$ cat config.mk
export PLATFORM = sky130hd
export DESIGN_NAME = usb_tx_arbiter
export DESIGN_NICKNAME = d
export VERILOG_FILES = /design/src/rtl/usb_tx_pkg.sv /design/src/rtl/usb_tx_stall_wdog.sv /design/src/rtl/usb_tx_arbiter.sv
export SDC_FILE = /design/constraint.sdc
export NUM_CORES = 1
export LEC_CHECK = 0
export ABC_CLOCK_PERIOD_IN_PS = 2300
export CAP_MARGIN = 15
export CORE_MARGIN = 5
export CORE_UTILIZATION = 43
export CTS_CLUSTER_DIAMETER = 150
export CTS_CLUSTER_SIZE = 28
export DETAILED_ROUTE_END_ITERATION = 10
export PLACE_DENSITY_LB_ADDON = 0.15
export SLEW_MARGIN = 20
export SYNTH_ARGS = -nofsm -noshare
export SYNTH_HDL_FRONTEND = slang
export SYNTH_HIERARCHICAL = 1
export SYNTH_SLANG_ARGS = --single-unit
$ cat constraint.sdc
create_clock -name clk -period 2.3 [get_ports clk]
set_clock_uncertainty 0.05 [all_clocks]
set_input_delay 0.69 -clock clk [delete_from_list [all_inputs] [get_ports clk]]
set_output_delay 0.69 -clock clk [all_outputs]
set_load 0.02 [all_outputs]
$ cat src/rtl/usb_tx_pkg.sv
// Shared types and constants for the USB transmit byte-path arbiter.
package usb_tx_pkg;

    typedef enum logic [1:0] {IDLE, SEND_PID, SEND_PAYLOAD, GAP} arb_state_t;
    typedef enum logic {SRC_HS, SRC_DP} src_t;

    localparam logic [7:0] ACK   = 8'hD2;
    localparam logic [7:0] NAK   = 8'h5A;
    localparam logic [7:0] DATA0 = 8'hC3;
    localparam logic [7:0] DATA1 = 8'h4B;

    localparam int DEF_MAX_LEN     = 64;
    localparam int DEF_GAP_CYCLES  = 16;
    localparam int DEF_STALL_LIMIT = 255;

endpackage

$ cat src/rtl/usb_tx_stall_wdog.sv
// Counts consecutive starved payload clocks and pulses abort on the STALL_LIMIT-th one.
// Only instantiated when TX_ARB_WATCHDOG_EN is defined.
module usb_tx_stall_wdog
    import usb_tx_pkg::*;
#(
    parameter int STALL_LIMIT = DEF_STALL_LIMIT
)(
    input  logic clk,
    input  logic n_rst,
    input  logic active,
    input  logic dp_valid,
    output logic abort
);

    localparam int CNT_W = $clog2(STALL_LIMIT + 1);

    logic [CNT_W-1:0] stall_cnt_reg;

    // The register holds stalls seen before this clock, so this clock is the last one allowed.
    assign abort = active && !dp_valid && (stall_cnt_reg == CNT_W'(STALL_LIMIT - 1));

    always_ff @(posedge clk or negedge n_rst) begin
        if (!n_rst) begin
            stall_cnt_reg <= '0;
        end else if (!active || dp_valid || abort) begin
            stall_cnt_reg <= '0;
        end else begin
            stall_cnt_reg <= stall_cnt_reg + CNT_W'(1);
        end
    end

endmodule

$ cat src/rtl/usb_tx_arbiter.sv
// Arbitrates the shared USB transmit byte path between the handshake and data sources.
// Define TX_ARB_WATCHDOG_EN to abort a payload starved for STALL_LIMIT clocks.
module usb_tx_arbiter
    import usb_tx_pkg::*;
#(
    parameter int MAX_LEN     = DEF_MAX_LEN,
    parameter int GAP_CYCLES  = DEF_GAP_CYCLES,
    parameter int STALL_LIMIT = DEF_STALL_LIMIT,
    parameter int LEN_W       = $clog2(MAX_LEN + 1)
)(
    input  logic             clk,
    input  logic             n_rst,
    input  logic             hs_req,
    input  logic [7:0]       hs_pid,
    input  logic             dp_req,
    input  logic [7:0]       dp_pid,
    input  logic [LEN_W-1:0] dp_len,
    input  logic [7:0]       dp_byte,
    input  logic             dp_valid,
    output logic             dp_pop,
    output logic             hs_grant,
    output logic             dp_grant,
    output logic [7:0]       tx_byte,
    output logic             tx_valid,
    input  logic             tx_ready,
    output logic             tx_sop,
    output logic             tx_eop,
    output logic             tx_abort,
    output logic             busy
);

    localparam int               GAP_W     = $clog2(GAP_CYCLES + 1);
    localparam logic [LEN_W-1:0] MAX_LEN_V = LEN_W'(MAX_LEN);

    arb_state_t       state_reg, state_next;
    src_t             src_reg, src_next;
    src_t             last_winner_reg, last_winner_next;
    logic [7:0]       pid_reg, pid_next;
    logic [LEN_W-1:0] len_reg, len_next;
    logic [LEN_W-1:0] remain_reg, remain_next;
    logic [GAP_W-1:0] gap_cnt_reg, gap_cnt_next;

    logic             hs_win;
    logic             dp_win;
    logic             xfer;
    logic             wdog_abort;
    logic [LEN_W-1:0] dp_len_clamped;

    // On a tie the source that did not win last time goes next.
    assign hs_win         = hs_req && (!dp_req || last_winner_reg == SRC_DP);
    assign dp_win         = dp_req && !hs_win;
    assign dp_len_clamped = (dp_len > MAX_LEN_V) ? MAX_LEN_V : dp_len;
    assign xfer           = tx_valid && tx_ready;

`ifdef TX_ARB_WATCHDOG_EN
    usb_tx_stall_wdog #(
        .STALL_LIMIT (STALL_LIMIT)
    ) u_stall_wdog (
        .clk      (clk),
        .n_rst    (n_rst),
        .active   (state_reg == SEND_PAYLOAD),
        .dp_valid (dp_valid),
        .abort    (wdog_abort)
    );
`else
    // Constant-false, but keeps STALL_LIMIT referenced when the watchdog is absent.
    assign wdog_abort = (STALL_LIMIT < 0);
`endif

    always_ff @(posedge clk or negedge n_rst) begin
        if (!n_rst) begin
            state_reg       <= IDLE;
            src_reg         <= SRC_HS;
            last_winner_reg <= SRC_DP;
            pid_reg         <= '0;
            len_reg         <= '0;
            remain_reg      <= '0;
            gap_cnt_reg     <= '0;
        end else begin
            state_reg       <= state_next;
            src_reg         <= src_next;
            last_winner_reg <= last_winner_next;
            pid_reg         <= pid_next;
            len_reg         <= len_next;
            remain_reg      <= remain_next;
            gap_cnt_reg     <= gap_cnt_next;
        end
    end

    always_comb begin
        state_next       = state_reg;
        src_next         = src_reg;
        last_winner_next = last_winner_reg;
        pid_next         = pid_reg;
        len_next         = len_reg;
        remain_next      = remain_reg;
        gap_cnt_next     = gap_cnt_reg;
        case (state_reg)
            IDLE: begin
                if (hs_win) begin
                    state_next       = SEND_PID;
                    src_next         = SRC_HS;
                    last_winner_next = SRC_HS;
                    pid_next         = hs_pid;
                    len_next         = '0;
                end else if (dp_win) begin
                    state_next       = SEND_PID;
                    src_next         = SRC_DP;
                    last_winner_next = SRC_DP;
                    pid_next         = dp_pid;
                    len_next         = dp_len_clamped;
                end
            end
            SEND_PID: begin
                if (xfer) begin
                    if (src_reg == SRC_HS || len_reg == '0) begin
                        state_next   = GAP;
                        gap_cnt_next = '0;
                    end else begin
                        state_next  = SEND_PAYLOAD;
                        remain_next = len_reg;
                    end
                end
            end
            SEND_PAYLOAD: begin
                if (wdog_abort) begin
                    state_next   = GAP;
                    gap_cnt_next = '0;
                end else if (xfer) begin
                    remain_next = remain_reg - LEN_W'(1);
                    if (remain_reg == LEN_W'(1)) begin
                        state_next   = GAP;
                        gap_cnt_next = '0;
                    end
                end
            end
            GAP: begin
                if (gap_cnt_reg == GAP_W'(GAP_CYCLES - 1)) begin
                    state_next   = IDLE;
                    gap_cnt_next = '0;
                end else begin
                    gap_cnt_next = gap_cnt_reg + GAP_W'(1);
                end
            end
            default: state_next = IDLE;
        endcase
    end

    always_comb begin
        dp_pop   = 1'b0;
        hs_grant = 1'b0;
        dp_grant = 1'b0;
        tx_byte  = 8'h00;
        tx_valid = 1'b0;
        tx_sop   = 1'b0;
        tx_eop   = 1'b0;
        tx_abort = 1'b0;
        busy     = (state_reg != IDLE);
        case (state_reg)
            SEND_PID: begin
                hs_grant = (src_reg == SRC_HS);
                dp_grant = (src_reg == SRC_DP);
                tx_byte  = pid_reg;
                tx_valid = 1'b1;
                tx_sop   = 1'b1;
                tx_eop   = (src_reg == SRC_HS) || (len_reg == '0);
            end
            SEND_PAYLOAD: begin
                dp_grant = 1'b1;
                tx_byte  = dp_byte;
                tx_valid = dp_valid && !wdog_abort;
                tx_eop   = (remain_reg == LEN_W'(1));
                dp_pop   = dp_valid && !wdog_abort && tx_ready;
                tx_abort = wdog_abort;
            end
            default: ;
        endcase
    end

endmodule
==> results of run 1 <==
## logic make-up (layout without fill, tap and decap cells)
group           count (synthesis)  in the layout
fa+ha+maj                       7              7
mux                            16             16
flops                          31             31
compound gates                 59             59
simple gates                   70             70
other cells                     1              1
buf+inv                        21            125
## path summary, 6_finish.rpt
path                                    start              end  slack (ns)  depth (start not counted)
worst max-delay path             state_reg[1]           tx_eop       -0.20                          7
max in group asynchronous               n_rst  last_winner_reg        1.12                          2
worst max register to register  remain_reg[4]   gap_cnt_reg[0]        0.08                          5
min in group asynchronous               n_rst    remain_reg[2]        0.75                          2
worst min-delay path               pid_reg[0]       pid_reg[0]        0.43                          2
worst min register to register     pid_reg[0]       pid_reg[0]        0.43                          2
## layout make-up
cell class / instances / share of cell area, %
clock buffer: 8 / 3.27
tap: 52 / 2.12
multi-input combinational: 153 / 38.0
timing repair buffer: 106 / 29.8
sequential: 31 / 25.4
inverter: 11 / 1.43
## per-stage QoR
step	TNS (ns)	cells
after floorplan	-0.0606	205
after global placement	-5.65	349
after detailed placement	-6.14	349
after CTS	-0.804	359
after global routing	-1.71	361
final	-0.722	361
## worst register-to-register path: stages (launching register included)
cell,delay (ns)
sky130_fd_sc_hd__dfrtp_1,0.38
sky130_fd_sc_hd__or4_4,0.56
sky130_fd_sc_hd__buf_6,0.14
sky130_fd_sc_hd__o31a_1,0.32
sky130_fd_sc_hd__nor4_4,0.34
sky130_fd_sc_hd__mux2_4,0.32
## layer usage
metal	routed length [µm]	GRT usage, %	vias to the layer above	share of wire, %
li1	-	-	960	-
met1	2350	22.9	885	44
met2	2590	30.7	39	49
met3	279	5.39	8	5.3
met4	80	9.09	0	1.5
met5	0	0	-	0
## cells in the mapped netlist (all sizes together), types with 5 or more instances
master / n
nand3: 5
o21ai: 19
inv: 11
a22oi: 8
dfrtp: 30
nor2: 9
nor2b: 12
clkbuf: 8
nand2: 21
mux2i: 12
ha: 7
## where the power goes
| group | internal, mW | total, mW | switching [mW] |
|---|---|---|---|
| Clock | 0.273 | 0.467 | 0.194 |
| Combinational | 1.52 | 2.96 | 1.44 |
| Sequential | 0.800 | 0.944 | 0.145 |
## repair_timing
action / CTS / global route
buffers inserted: 1 / 2
endpoints found under the setup margin: 15 / 16
pin swaps: 1 / 3
hold buffers: 0 / 0
gates cloned: 1 / 0
gates resized for setup: 74 / 11
==> results_tabular.tex, run 1 <==
\begin{tabular}{lr}
\hline
Metric & Value \\
\hline
\multicolumn{2}{l}{\textbf{Floorplan}} \\
Die Footprint & a little under 6000 µm² \\
Die H & between 70 and 80 µm \\
Boundary pin count & 53 \\
Horiz. Die Dim & 76.9 µm \\
Floorplan Core Area & $\sim$4400 µm² \\
Cell Rows & 24 \\
Initial core utilization & 44.3\% \\
\multicolumn{2}{l}{\textbf{Power}} \\
Leakage power total & 1.39 nW \\
Cell area power density & 1430 nW/µm² \\
IR Drop Worst-Case VDD & 0.726 mV \\
Total chip power & 4.37 mW \\
\multicolumn{2}{l}{\textbf{Worst setup path}} \\
Buf/Inv on CP & 2 \\
Slowest stage delay, CP & between 0.4 and 0.5 ns \\
Arrival time worst endpoint & around 1.8 ns \\
CP endpoint kind & output port \\
Worst Setup Start Kind & flip-flop \\
Crit-path leading delay family & simple AND/OR/NAND/NOR gates \\
Worst-path cell with the longest stage delay & sky130\_fd\_sc\_hd\_\_or4b\_4 \\
Crit-path cells & inv\_2 > ha\_4 > or4b\_4 > o21bai\_4 > a21oi\_2 > nor2b\_4 > buf\_6 \\
Critical path class & reg2out \\
Top fanout value on the critical path & 2 \\
Worst path required time & $\sim$1.6 ns \\
\multicolumn{2}{l}{\textbf{Synthesis}} \\
Yosys top cell by area & sky130\_fd\_sc\_hd\_\_dfrtp\_1 \\
Number of different library cells in the post-synthesis netlist & 52 \\
Predominant post-synthesis flop cell & sky130\_fd\_sc\_hd\_\_dfrtp\_1 \\
Yosys reg bits & 31 \\
Area contributors post-synth & sky130\_fd\_sc\_hd\_\_dfrtp\_1, sky130\_fd\_sc\_hd\_\_mux2i\_1, sky130\_fd\_sc\_hd\_\_o21ai\_0 \\
Instance count of the mapped netlist & slightly above 200 \\
Complex-gate fraction of the synthesized area & 21.8\% \\
Post-synth EDFFs & 0 \\
Simple-gate area share of the yosys netlist & 20.1\% \\
Post-synthesis xor/xnor area fraction & 0\% \\
Post-synthesis net count & about 250 \\
Post-synthesis area per instance & 9.40 µm² \\
Share of synthesized area occupied by flip-flops and latches & between 40\% and 50\% \\
Async set or reset register ratio after synthesis & 100\% \\
Synth top area share & 39.0\% \\
Fraction of the mapped netlist area in adder cells & approximately 4.5\% \\
Largest family of logic cells by synthesized area & compound AO/OA/AOI/OAI gates \\
Multiplexer share of the synthesized area & slightly below 9\% \\
Warnings, synthesis & 6 \\
Cell area after synthesis & roughly 1900 µm² \\
\multicolumn{2}{l}{\textbf{Clock network}} \\
Clock transition at path regs & roughly 0.06 ns \\
Max H-tree Level & 2 \\
Buffers from clock root to sink, at most & 2 \\
Clock tree from TritonCTS & done \\
TritonCTS Sinks & 31 \\
Clock Root Buffer & sky130\_fd\_sc\_hd\_\_clkbuf\_8 \\
Clk Latency, worst-skew pair & 0.28 ns \\
Number of buffers inserted during clock tree synthesis & 5 \\
\multicolumn{2}{l}{\textbf{Timing}} \\
Final Worst Setup Slack & -0.197 ns \\
Relative max-transition margin & between 60\% and 70\% \\
Number of pins with negative max-slew slack in the final report & 0 \\
Period utilisation layout & 109\% \\
Highest achievable clock rate & 0.400 GHz \\
Final count of negative-setup-slack endpoints & 12 \\
Final Hold Fails & 0 \\
RSZ-0062 raised after global routing & yes \\
Hold Slack & $\sim$0.43 ns \\
Least-Margin Pin Slew & approximately 0.49 ns \\
Time the worst path needs with I/O delays and setup & 2.50 ns \\
\multicolumn{2}{l}{\textbf{Routing}} \\
Post-detailed-route wirelength per cell & around 15 µm \\
Per-cell via count in the routed design & between 5 and 6 \\
Residual antenna-violating net count after detailed routing & 0 \\
Pre-antenna DRT Iters & 4 \\
DRC & 0 \\
Number of violations reported at the end of detailed-routing iteration 0 & approximately 80 \\
Wire length reported by the detailed router & between 5000 and 6000 µm \\
Vias after detailed routing & between 1500 and 2000 \\
\multicolumn{2}{l}{\textbf{Layout}} \\
Final-layout fill cell count & $\sim$320 \\
Final cell area excluding filler cells & 3060 µm² \\
Fraction of final layout cells sized beyond drive strength 1 & between 30 and 40\% \\
Most common library cell in the layout ignoring fill and taps & sky130\_fd\_sc\_hd\_\_buf\_4 \\
\# diodes & 0 \\
Utilization after layout & 70.3\% \\
Most frequent cells in the layout & sky130\_fd\_sc\_hd\_\_buf\_4, sky130\_fd\_sc\_hd\_\_clkdlybuf4s50\_1, sky130\_fd\_sc\_hd\_\_dfrtp\_1 \\
Reg area & between 700 and 800 µm² \\
Number of flip-flops in the largest register & 8 \\
Net count, final & 352 \\
Area Growth Syn to Fin & 59.0\% \\
Area used by multi-input combinational logic & $\sim$1200 µm² \\
\multicolumn{2}{l}{\textbf{Hold path}} \\
Type of the worst min-delay path & reg2reg \\
\multicolumn{2}{l}{\textbf{Global routing}} \\
Number of global-route vias before repair & about 1900 \\
Pin count of the biggest net entering global routing & 32 \\
Overall Global Routing Usage & between 10\% and 20\% \\
Residual overflow from global routing & 0 \\
Global-route wire length before repair & approximately 9000 µm \\
Antenna violations before repair & 0 \\
\multicolumn{2}{l}{\textbf{Run status}} \\
Violations in the final reports & negative setup slack \\
Status & complete, but fails checks \\
\multicolumn{2}{l}{\textbf{Place}} \\
Placed wire-length estimate after detailed placement & 4010 µm \\
GPL Wtd Cong & between 0.8 and 0.9 \\
I/O Buffers & 51 \\
Post-place setup slack & -0.478 ns \\
Area of placed instances & 2890 µm² \\
\multicolumn{2}{l}{\textbf{Run}} \\
Maximum capacitance violations & 0 \\
\hline
\end{tabular}
(Power assumes the default switching activity.)
==> run 2: changes to the inputs <==
--- a/config.mk
+++ b/config.mk
@@ -7,6 +7,7 @@
 export LEC_CHECK = 0
 export ABC_CLOCK_PERIOD_IN_PS = 2300
 export CAP_MARGIN = 15
+export CORE_ASPECT_RATIO = 1.2
 export CORE_MARGIN = 5
 export CORE_UTILIZATION = 43
 export CTS_CLUSTER_DIAMETER = 150
==> results_tabular.tex, run 2 (synthesis gave the netlist of run 1 again) <==
\begin{tabular}{lr}
\hline
Metric & Value \\
\hline
\multicolumn{2}{l}{\textbf{Timing}} \\
Final Hold Fails & 0 (unchanged) \\
Least-Margin Pin Slew & 0.494 ns (was 0.488 ns) \\
Final total negative setup slack & -1.02 ns (was -0.722 ns) \\
Final Worst Setup Slack & -0.241 ns (was -0.197 ns) \\
Number of pins with negative max-slew slack in the final report & 0 (unchanged) \\
Highest achievable clock rate & 0.394 GHz (was 0.400 GHz) \\
Time the worst path needs with I/O delays and setup & 2.54 ns (was 2.50 ns) \\
Final count of negative-setup-slack endpoints & 12 (unchanged) \\
Period utilisation layout & 110\% (was 109\%) \\
Relative max-transition margin & 66.7\% (was 67.1\%) \\
RSZ-0062 raised after global routing & yes (unchanged) \\
Hold Slack & 0.452 ns (was 0.432 ns) \\
\multicolumn{2}{l}{\textbf{Floorplan}} \\
Floorplan Core Area & 4290 µm² (was 4350 µm²) \\
Horiz. Die Dim & 71.1 µm (was 76.9 µm) \\
Cell Rows & 26 (was 24) \\
Initial core utilization & 44.9\% (was 44.3\%) \\
Die H & 83.3 µm (was 76.9 µm) \\
Boundary pin count & 53 (unchanged) \\
Die Footprint & 5930 µm² (was 5920 µm²) \\
\multicolumn{2}{l}{\textbf{Global routing}} \\
Residual overflow from global routing & 0 (unchanged) \\
Pin count of the biggest net entering global routing & 32 (unchanged) \\
Global-route wire length before repair & 9120 µm (was 9030 µm) \\
Number of global-route vias before repair & 2012 (was 1921) \\
Overall Global Routing Usage & 19.2\% (was 18.9\%) \\
Antenna violations before repair & 0 (unchanged) \\
\multicolumn{2}{l}{\textbf{Routing}} \\
Pre-antenna DRT Iters & 5 (was 4) \\
Residual antenna-violating net count after detailed routing & 0 (unchanged) \\
Vias after detailed routing & 1947 (was 1892) \\
Number of violations reported at the end of detailed-routing iteration 0 & 88 (was 82) \\
DRC & 0 (unchanged) \\
Post-detailed-route wirelength per cell & 15.0 µm (was 14.7 µm) \\
Wire length reported by the detailed router & 5430 µm (was 5300 µm) \\
Per-cell via count in the routed design & 5.38 (was 5.24) \\
\multicolumn{2}{l}{\textbf{Place}} \\
Placed insts & 352 (was 349) \\
Placed wire-length estimate after detailed placement & 4170 µm (was 4010 µm) \\
I/O Buffers & 51 (unchanged) \\
GPL Wtd Cong & 0.850 (was 0.842) \\
\multicolumn{2}{l}{\textbf{Layout}} \\
Number of flip-flops in the largest register & 8 (unchanged) \\
Most common library cell in the layout ignoring fill and taps & sky130\_fd\_sc\_hd\_\_buf\_4 (unchanged) \\
\# diodes & 0 (unchanged) \\
Net count, final & 350 (was 352) \\
Fraction of final layout cells sized beyond drive strength 1 & 34.0\% (was 32.0\%) \\
Area Growth Syn to Fin & 61.6\% (was 59.0\%) \\
Final Non-Filler Cells & 362 (was 361) \\
Final-layout fill cell count & 329 (was 321) \\
Most frequent cells in the layout & sky130\_fd\_sc\_hd\_\_buf\_4, sky130\_fd\_sc\_hd\_\_clkdlybuf4s50\_1, sky130\_fd\_sc\_hd\_\_dfrtp\_1 (unchanged) \\
\multicolumn{2}{l}{\textbf{Worst setup path}} \\
Top fanout value on the critical path & 14 (was 2) \\
CP endpoint kind & output port (unchanged) \\
Worst Setup Start Kind & flip-flop (unchanged) \\
Arrival time worst endpoint & 1.80 ns (was 1.76 ns) \\
Worst path required time & 1.56 ns (about the same) \\
Critical path class & reg2out (unchanged) \\
\multicolumn{2}{l}{\textbf{Clock network}} \\
Buffers from clock root to sink, at most & 2 (unchanged) \\
TritonCTS Sinks & 31 (unchanged) \\
Max H-tree Level & 2 (unchanged) \\
Count of hold buffers inserted by post-cts repair & 0 (unchanged) \\
Clk Latency, worst-skew pair & 0.28 ns (about the same) \\
Clock Root Buffer & sky130\_fd\_sc\_hd\_\_clkbuf\_8 (unchanged) \\
Clock transition at path regs & 0.06 ns (about the same) \\
Number of buffers inserted during clock tree synthesis & 5 (unchanged) \\
Clock tree from TritonCTS & done (unchanged) \\
\multicolumn{2}{l}{\textbf{Power}} \\
IR Drop Worst-Case VDD & 0.866 mV (was 0.726 mV) \\
Leakage power total & 1.38 nW (was 1.39 nW) \\
Cell area power density & 1440 nW/µm² (was 1430 nW/µm²) \\
Total chip power & 4.48 mW (was 4.37 mW) \\
\multicolumn{2}{l}{\textbf{Run}} \\
Maximum capacitance violations & 0 (unchanged) \\
\multicolumn{2}{l}{\textbf{Run status}} \\
Status & complete, but fails checks (unchanged) \\
Violations in the final reports & negative setup slack (unchanged) \\
\multicolumn{2}{l}{\textbf{Hold path}} \\
Type of the worst min-delay path & reg2reg (unchanged) \\
\hline
\end{tabular}
run 2: cell types whose count changed in the layout (fill, tap and decap cells not counted), moves of 2 or more:
cell / delta
sky130_fd_sc_hd__a22oi_1: -6
sky130_fd_sc_hd__a22oi_2: +6
sky130_fd_sc_hd__buf_4: -4
sky130_fd_sc_hd__nor2b_1: -3
sky130_fd_sc_hd__buf_6: +2
sky130_fd_sc_hd__clkbuf_8: -2
sky130_fd_sc_hd__nor2b_2: +2
run 2: power breakdown:
group	switching, mW	internal [mW]
clock	0.186	0.317
sequential	0.157	0.800
combinational	1.48	1.54
total	1.82	2.66
run 2: critical path, stage by stage (launching register included):
cell and delay, ns:
sky130_fd_sc_hd__dfrtp_1 0.39, sky130_fd_sc_hd__buf_4 0.14, sky130_fd_sc_hd__ha_4 0.15, sky130_fd_sc_hd__buf_4 0.20
sky130_fd_sc_hd__nor2b_4 0.15, sky130_fd_sc_hd__o21bai_4 0.17, sky130_fd_sc_hd__a21oi_2 0.15, sky130_fd_sc_hd__nor2b_4 0.06
sky130_fd_sc_hd__buf_6 0.13
run 2: what timing repair did:
item                                    4_1_cts  5_1_grt
pin swaps                                     1        4
hold endpoints to repair                      0        0
endpoints found under the setup margin       15       16
buffers inserted                              1        2
gates resized for setup                      69       26
run 2: routing by layer:
metal / routed length (µm) / vias up / track usage, %
met5: 0 / - / 0
li1: - / 953 / -
met3: 359 / 12 / 6.04
met4: 91 / 0 / 6.50
met2: 2940 / 67 / 34.4
met1: 2040 / 915 / 21.0
run 2: layout make-up:
type / count / area [µm²] / share of cell area [%]
inverter: 11 / 43.8 / 1.41
timing repair buffer: 104 / 913 / 29.3
clock inverter: 1 / 30.0 / 0.964
multi-input combinational: 153 / 1210 / 38.8
clock buffer: 6 / 72.6 / 2.33
tap: 56 / 70.1 / 2.25
sequential: 31 / 777 / 24.9
run 2: final timing paths:
path                          startpoint  cells after the start  slack [ns]               to
max                         state_reg[0]                      8       -0.24           tx_eop
min                           pid_reg[4]                      2        0.45       pid_reg[4]
max reg2reg                remain_reg[4]                      5        0.04   gap_cnt_reg[0]
min reg2reg                   pid_reg[4]                      2        0.45       pid_reg[4]
max in group asynchronous          n_rst                      2        1.11  last_winner_reg
min in group asynchronous          n_rst                      2        0.77    remain_reg[2]
run 2: through the flow:
step / utilization (%) / cell area (µm²) / setup slack (ns)
finish: 72.5 / 3110 / -0.241
global route: 72.5 / 3110 / -0.304
CTS: 69.8 / 3000 / -0.242
detailed placement: 67.2 / 2890 / -0.473
global placement: 67.2 / 2890 / -0.468
floorplan: - / 1970 / -0.0606
